$ cat src/rtl/ex_stage.sv
// Execute stage: forwarding muxes, ALU, iterative shift-add multiplier and the EX/MEM register.
// A MUL holds the front of the pipe via stall until its final partial product is accumulated.
module ex_stage #(
  parameter int unsigned DATA_WIDTH     = 8,
  parameter int unsigned REG_ADDR_WIDTH = 5
) (
  input  logic                      clock,
  input  logic                      reset,
  input  logic                      flush,
  input  logic                      reg_write_in,
  input  logic                      branch_in,
  input  logic                      mem_read_in,
  input  logic                      mem_to_reg_in,
  input  logic                      mem_write_in,
  input  logic [3:0]                ALU_op,
  input  logic                      ALU_src,
  input  logic [DATA_WIDTH-1:0]     read_data1,
  input  logic [DATA_WIDTH-1:0]     read_data2,
  input  logic [DATA_WIDTH-1:0]     immediate,
  input  logic [1:0]                forward_a,
  input  logic [1:0]                forward_b,
  input  logic [DATA_WIDTH-1:0]     forward_mem_data,
  input  logic [DATA_WIDTH-1:0]     forward_wb_data,
  input  logic [REG_ADDR_WIDTH-1:0] write_register_in,
  output logic                      reg_write_out,
  output logic                      branch_out,
  output logic                      mem_read_out,
  output logic                      mem_to_reg_out,
  output logic                      mem_write_out,
  output logic                      zero,
  output logic [DATA_WIDTH-1:0]     ALU_result_out,
  output logic [DATA_WIDTH-1:0]     write_data_out,
  output logic [REG_ADDR_WIDTH-1:0] write_register_out,
  output logic                      stall
);

  localparam int unsigned SHW = (DATA_WIDTH > 1) ? $clog2(DATA_WIDTH) : 1;

  localparam logic [3:0] OP_AND = 4'b0000;
  localparam logic [3:0] OP_OR  = 4'b0001;
  localparam logic [3:0] OP_ADD = 4'b0010;
  localparam logic [3:0] OP_XOR = 4'b0011;
  localparam logic [3:0] OP_SLL = 4'b0100;
  localparam logic [3:0] OP_SRL = 4'b0101;
  localparam logic [3:0] OP_SUB = 4'b0110;
  localparam logic [3:0] OP_SLT = 4'b0111;
  localparam logic [3:0] OP_MUL = 4'b1000;

  typedef enum logic {S_IDLE, S_BUSY} state_t;

  state_t                r_state;
  logic [DATA_WIDTH-1:0] r_mcand;
  logic [DATA_WIDTH-1:0] r_mplier;
  logic [DATA_WIDTH-1:0] r_acc;
  logic [SHW-1:0]        r_cnt;

  logic [DATA_WIDTH-1:0] w_a;
  logic [DATA_WIDTH-1:0] w_bf;
  logic [DATA_WIDTH-1:0] w_b;
  logic [DATA_WIDTH-1:0] w_alu;
  logic [DATA_WIDTH-1:0] w_pp;
  logic [DATA_WIDTH-1:0] w_acc_next;
  logic [DATA_WIDTH-1:0] w_result;
  logic                  w_is_mul;
  logic                  w_last;
  logic                  w_load;

  // 10 selects MEM bypass, 01 selects WB bypass, 00/11 select the register file value
  function automatic logic [DATA_WIDTH-1:0] fwd_sel(
    input logic [1:0]            sel,
    input logic [DATA_WIDTH-1:0] reg_v,
    input logic [DATA_WIDTH-1:0] mem_v,
    input logic [DATA_WIDTH-1:0] wb_v
  );
    logic [DATA_WIDTH-1:0] v;
    case (sel)
      2'b10:   v = mem_v;
      2'b01:   v = wb_v;
      default: v = reg_v;
    endcase
    return v;
  endfunction

  assign w_a  = fwd_sel(forward_a, read_data1, forward_mem_data, forward_wb_data);
  assign w_bf = fwd_sel(forward_b, read_data2, forward_mem_data, forward_wb_data);
  assign w_b  = ALU_src ? immediate : w_bf;

  // Single-cycle ALU; MUL is handled by the iterative datapath below
  always_comb begin
    w_alu = '0;
    case (ALU_op)
      OP_AND:  w_alu = w_a & w_b;
      OP_OR:   w_alu = w_a | w_b;
      OP_ADD:  w_alu = w_a + w_b;
      OP_XOR:  w_alu = w_a ^ w_b;
      OP_SUB:  w_alu = w_a - w_b;
      OP_SLT:  w_alu = {{(DATA_WIDTH-1){1'b0}}, ($signed(w_a) < $signed(w_b))};
      OP_SLL:  w_alu = w_a << w_b[SHW-1:0];
      OP_SRL:  w_alu = w_a >> w_b[SHW-1:0];
      default: w_alu = '0;
    endcase
  end

  assign w_pp       = r_mplier[r_cnt] ? (r_mcand << r_cnt) : '0;
  assign w_acc_next = r_acc + w_pp;
  assign w_is_mul   = (ALU_op == OP_MUL);
  assign w_last     = (r_cnt == SHW'(DATA_WIDTH - 1));
  assign w_result   = (r_state == S_BUSY) ? w_acc_next : w_alu;

  // EX/MEM takes a real instruction only for a non-MUL in IDLE or the final multiply cycle
  assign w_load = !flush && (((r_state == S_IDLE) && !w_is_mul) ||
                             ((r_state == S_BUSY) && w_last));

  assign stall = !reset && !flush && (((r_state == S_IDLE) && w_is_mul) ||
                                      ((r_state == S_BUSY) && !w_last));

  always_ff @(posedge clock or posedge reset) begin
    if (reset) begin
      r_state            <= S_IDLE;
      r_mcand            <= '0;
      r_mplier           <= '0;
      r_acc              <= '0;
      r_cnt              <= '0;
      reg_write_out      <= 1'b0;
      branch_out         <= 1'b0;
      mem_read_out       <= 1'b0;
      mem_to_reg_out     <= 1'b0;
      mem_write_out      <= 1'b0;
      zero               <= 1'b0;
      ALU_result_out     <= '0;
      write_data_out     <= '0;
      write_register_out <= '0;
    end else begin
      if (w_load) begin
        reg_write_out      <= reg_write_in;
        branch_out         <= branch_in;
        mem_read_out       <= mem_read_in;
        mem_to_reg_out     <= mem_to_reg_in;
        mem_write_out      <= mem_write_in;
        zero               <= (w_result == '0);
        ALU_result_out     <= w_result;
        write_data_out     <= w_bf;
        write_register_out <= write_register_in;
      end else begin
        reg_write_out      <= 1'b0;
        branch_out         <= 1'b0;
        mem_read_out       <= 1'b0;
        mem_to_reg_out     <= 1'b0;
        mem_write_out      <= 1'b0;
        zero               <= 1'b0;
        ALU_result_out     <= '0;
        write_data_out     <= '0;
        write_register_out <= '0;
      end

      if (flush) begin
        r_state <= S_IDLE;
        r_cnt   <= '0;
      end else begin
        case (r_state)
          S_IDLE: begin
            if (w_is_mul) begin
              r_mcand  <= w_a;
              r_mplier <= w_b;
              r_acc    <= '0;
              r_cnt    <= '0;
              r_state  <= S_BUSY;
            end
          end
          S_BUSY: begin
            r_acc <= w_acc_next;
            if (w_last) begin
              r_cnt   <= '0;
              r_state <= S_IDLE;
            end else begin
              r_cnt <= r_cnt + SHW'(1);
            end
          end
          default: r_state <= S_IDLE;
        endcase
      end
    end
  end

endmodule

$ cat config.mk
export PLATFORM = sky130hd
export DESIGN_NAME = ex_stage
export DESIGN_NICKNAME = d
export VERILOG_FILES = /design/src/rtl/ex_stage.sv
export SDC_FILE = /design/constraint.sdc
export NUM_CORES = 1
export LEC_CHECK = 0
export CAP_MARGIN = 5
export CORE_MARGIN = 4
export CORE_UTILIZATION = 37
export DETAILED_ROUTE_END_ITERATION = 16
export GPL_TIMING_DRIVEN = 0
export PLACE_DENSITY = 0.73
export SYNTH_ARGS = -nofsm -noshare
export SYNTH_HDL_FRONTEND = slang
export SYNTH_SLANG_ARGS = --single-unit
$ cat constraint.sdc
create_clock -name clock -period 3.1 [get_ports clock]
set_input_delay 0.62 -clock clock [delete_from_list [all_inputs] [get_ports clock]]
set_output_delay 0.62 -clock clock [all_outputs]
set_load 0.05 [all_outputs]
Word-level counts from Yosys, hierarchy flattened
Cells that the tools add are included.
Storage, ports and cells
  bits in registers: 55
  input bits: 62
  output and inout port bits: 28
  logic and storage cells: 87
Cells by class
  $add $sub $neg: 4
  magnitude comparators: 2
  equality and inequality tests: 15
  shift-type cells: 3
  muxes and demuxes: 27
  bitwise gates (word level): 5
  reduce and logical (&&, ||, !) cells: 17
Operators with widths (count)
  case mux 8 bit (8 select lines): 1
  two-way mux 8 bit: 6
  case mux 8 bit (2 select lines): 3
  adder 8 bit: 2
  == test 4 x 3 -> 1 bit (second input constant): 4
  << shifter 8 x 3 -> 8 bit: 2
  two-way mux 1 bit: 10
  two-way mux 3 bit: 3
  AND 8 bit: 1
  == test 4 x 2 -> 1 bit (second input constant): 2
  zero test 8 bit: 1
  < comparator 8 bit: 1
  OR 8 bit: 1
  >> shifter 8 x 3 -> 8 bit: 1
  subtractor 8 bit: 1
  bitwise XOR 8 bit: 1
  logical AND 1 bit: 7
  case mux 3 bit (2 select lines): 1
  two-way mux 5 bit: 1
  == test 2 x 1 -> 1 bit (second input constant): 2
  == test 2 bit (second input constant): 2
  == test 4 x 1 -> 1 bit (second input constant): 1
  == test 4 bit (second input constant): 1
  zero test 1 bit: 4
  12 further kinds: 14

Logic depth before layout (Yosys ltp)
  depth after elaboration: 8
  gate-level depth with buffers: 19
  mapped depth without buffers: 17

Least setup slack after synthesis
No wires, ideal clock.
  path type: input -> register
  start: in forward_b[0]
  end: reg zero
  library setup time: 0.096 ns
  arrival: 3.968 ns
  required time: 3.004 ns
  setup slack: -0.963 ns
  stages on the path: 17
  buffers on the path: 2
  cell sequence: inv_1 -> ha_1 -> buf_2 -> a221oi_2 -> o31a_2 -> inv_2 -> buf_2 -> ha_1 -> fa_1 -> nand2b_1 -> a221oi_1 -> mux2_2 -> a21oi_1 -> a31oi_1 -> a311oi_1 -> nand4_1 -> nor4_2
Between the ends
  word-level cells in the longest chain between the ends: 8
  elaborated cells on any way between the ends: 16
  classes of those cells: add/sub (2); order compare (1); eq/ne (2); shift (2); mux (5); bitwise (3); reduce/logical (1)
RTL lines
  from (decl): RTL line 21  | input logic [1:0] forward_b,
  == test 2 x 1 -> 1 bit or == test 2 bit (tied branches): RTL line 76  | case (sel)
  case mux 8 bit (2 select lines) (*): RTL line 76
  two-way mux 8 bit (*): RTL line 86  | assign w_b = ALU_src ? immediate : w_bf;
  net w_b[0]: RTL line 59  | logic [DATA_WIDTH-1:0] w_b;
  subtractor 8 bit (tied with other cells): RTL line 96  | OP_SUB: w_alu = w_a - w_b;
  case mux 8 bit (8 select lines) (*): RTL line 91  | case (ALU_op)
  two-way mux 8 bit (*): RTL line 108  | assign w_result = (r_state == S_BUSY) ? w_acc_next : w_alu;
  zero test 8 bit (*): RTL line 140  | zero <= (w_result == '0);
  two-way mux 1 bit (*): RTL line 134  | if (w_load) begin
  to (signal assigned): RTL line 140
  to (decl): RTL line 30  | output logic zero,
Mark *: on every way through the listed nets, which the timed path passes. The rest lies on a longest branch.
A chain may end at the register's enable or synchronous reset.

Worst setup path in the final report
  start: in forward_b[1]
  end: reg zero
Between the ends
  word-level cells in the longest chain between the ends: 8
  elaborated cells on any way between the ends: 16
  classes of those cells: add/sub (2); order compare (1); eq/ne (2); shift (2); mux (5); bitwise (3); reduce/logical (1)
RTL lines (RTL line)
  == test 2 x 1 -> 1 bit or == test 2 bit (tied branches): 76
  case mux 8 bit (2 select lines) (*): 76
  two-way mux 8 bit (*): 86
  net w_b[3]: 59
  subtractor 8 bit (tied with other cells): 96
  case mux 8 bit (8 select lines) (*): 91
  two-way mux 8 bit (*): 108
  zero test 8 bit (*): 140
  two-way mux 1 bit (*): 134
Marks and branches as above.

==> impl_metrics.ini <==
[place]
dpl_cell_area_sq_um = 6160
place_congestion = 0.948
portBuffers = 86
hpwl_microns = 12100

[drt]
vias = 5125
ant_nets = 0
drt_wl_total_microns = 16500
avgRoutedWirePerCell_microns = 18.2
first_pass_iters = 5
route.detailed.drc = 0
vias_per_cell = 5.68
drt_iter0_drc = 387

[global_route]
grt_max_degree = 37
grt-ovfl-total = 0
grt_pass1_vias = 5098
grt_use_total_pct = 21.8
grt_pass1_wl_microns = 26200
antenna_found_initial = 0

[timing]
layout_min_cycle_time_ns = 3.57
slew_headroom_pct = 41.8
finalCritPeriodShare_pct = 115
rsz0062_at_grt = true
tns_ns = -2.42
tightest_slew_ns = 0.861
max_freq_mhz = 280
fin_worst_skew_ns = 0.00377
finalSetupViolations = 8
hold_violations = 0
setup_ws_ns = -0.474
maxSlewViolCount = 0

[synthesis]
yosysTopAreaCellShare_pct = 28.2
netlist_area_sq_um = 4880
avgSynthCellArea_sq_um = 8.21
syn_nets = 699
synth_flop_cell = dfrtp_1
syn-instance-count = 594
synth_top_area_cell = dfrtp_1
synthTopCellsByArea = dfrtp_1 (28%), ha_1 (10%), nand2_1 (4.8%), o21ai_0 (4.8%), mux2i_1 (4.5%)
synth_edf_count = 0
synth-seq-cells = 55
yosysWarnings = 0
synthArstFlopShare_pct = 100
yosys.cell_types.count = 69
seq_area_frac_synth_pct = 28.2

[setup_path]
end_kind = flip-flop
crit_start = forward_b[1]
required_ns = 3.31
critical_path_arrival_ns = 3.78
cp-start-kind = input pin
r2r_start = r_cnt[0]
r2r_end = zero
rr_worst_depth = 14
critPathKind = in2reg
critPathMaxFanout = 7
cp-endpoint = zero
reg2reg_slack_ns = -0.32

[die]
std_cell_rows = 41
die_area_sq_um = 15100
placeableCoreArea_sq_um = 12800
io_pins = 90
die_y_microns = 123
initial_core_util_pct = 38.2
die_w_microns = 123

[finish]
syn_to_final_growth_pct = 47.9
drive_above_1_share_pct = 26.0
n_antenna_cell = 0
fill_cells = 1110
final_nets = 834
design_area_sq_um = 7220
layout_commonest_cell = clkdlybuf4s50_1
layout_common_cells = clkdlybuf4s50_1 (72), nand2_1 (62), dfrtp_1 (55)

[cts]
clockRootBuffer = clkbuf_16
postCtsHoldBufs = 0
numCtsBuffers = 5
cts.clk_slew.worst_paths_ns = 0.07
cts_buffer_depth = 2
cts_tree = yes
clock-sinks = 55
clock_latency_ns = 0.30
cts_max_level = 2

[hold_path]
hold_path_class = reg2reg

[power]
power_density_nw_per_um2 = 395
peakVddDrop_mv = 0.211
leakagePower_nw = 3.04
power_mw = 2.85

[outcome]
failed_checks = negative setup slack
outcome = finished, violations left

[job]
maxCapViolCount = 0
## sequential cells by signal, summed over array words and instances, names as in the netlist
name                count
mem_write_out           1
r_state                 1
write_data_out          8
mem_to_reg_out          1
zero                    1
r_mcand                 8
write_register_out      5
ALU_result_out          8
r_mplier                8
mem_read_out            1
r_acc                   8
r_cnt                   3
reg_write_out           1
branch_out              1
## worst min-delay path by stage
| stage | start | end | slack (ns) | cells past startpoint |
|---|---|---|---|---|
| floorplan | r_mplier[2] | r_mplier[2] | 0.44 | 2 |
| global placement | r_mplier[7] | r_mplier[7] | 0.46 | 2 |
| detailed placement | r_mplier[3] | r_mplier[3] | 0.47 | 2 |
| CTS | r_mplier[3] | r_mplier[3] | 0.48 | 2 |
| global route | r_acc[4] | r_acc[4] | 0.50 | 2 |
| finish | r_mplier[3] | r_mplier[3] | 0.49 | 2 |
## power by group
part | switching [mW] | internal, mW
sequential | 0.0487 | 0.795
clock | 0.279 | 0.305
combinational | 0.779 | 0.642
total | 1.11 | 1.74
## through the flow
step	setup slack [ns]	instances	util, %	hold WS [ns]
6_report	-0.474	902	56.5	0.486
5_1_grt	-0.581	902	56.5	0.499
4_1_cts	-0.544	888	54.2	0.485
3_5_place_dp	-1.94	853	48.3	0.469
3_3_place_gp	-1.93	852	48.1	0.458
2_1_floorplan	-0.521	594	-	0.445
## what timing repair did
item                       in CTS  in global routing
buffers inserted               33                 14
gates resized for setup       118                 48
setup endpoints to repair      11                 11
pin swaps                      36                 25
gates cloned                    1                  0
## per-layer routing
metal  GRT usage, %  wire length (microns)  up-vias
li1               -                      -     2392
met1           27.9                   6830     2458
met2           38.8                   8140      242
met3           3.09                   1090       33
met4           5.04                    390        0
met5              0                      0        -
## worst max-delay path: stages
cell and delay [ns]:
buf_12 0.11, ha_4 0.33, buf_6 0.13, nor2_1 0.04, a21oi_2 0.12, nor2_1 0.07
a21oi_2 0.22, inv_2 0.09, ha_4 0.25, buf_8 0.12, buf_12 0.12, a221oi_4 0.34
buf_4 0.17, buf_4 0.10, o21bai_1 0.06, a21oi_1 0.16, o32ai_1 0.10, a211oi_2 0.28
nand4_1 0.17, nor4_2 0.16
## cells in the mapped netlist, drive strengths merged, types with 5 or more instances
cell type,count
nand3,11
clkbuf,30
nand2b,8
nor2b,11
a31oi,8
nor2,55
o21ai,51
nor3b,5
nand2,63
mux2,9
nor3,12
mux2i,22
or3,6
and2,16
buf,12
inv,35
a21oi,33
a211oi,6
mux4,6
ha,40
a221oi,5
o211ai,8
dfrtp,55
nand4,5
a22oi,13
## final cells by class
| type | instances | area, sq um | area share [%] |
|---|---|---|---|
| flip-flops and latches | 55 | 1380 | 19.1 |
| clock buffers | 5 | 125 | 1.73 |
| repair buffers | 134 | 1280 | 17.7 |
| well taps | 172 | 215 | 2.98 |
| clock inverters | 3 | 22.5 | 0.312 |
| multi-input cells | 460 | 3780 | 52.4 |
| inverters | 37 | 171 | 2.38 |
| plain buffers | 36 | 248 | 3.43 |
## cells by family (layout without fill, tap and decap cells)
kind of cell | after synthesis | after routing | share of synthesized area, %
adders and majority gates | 43 | 43 | 11.5
DFF | 55 | 55 | 28.2
AOI/OAI and AO/OA | 162 | 162 | 21.4
buffers and inverters | 79 | 215 | 6.87
and+or+nand+nor | 210 | 210 | 21.2
xor gates and xnor gates | 8 | 8 | 1.44
muxes | 37 | 37 | 9.44
(Power assumes the default switching activity.)
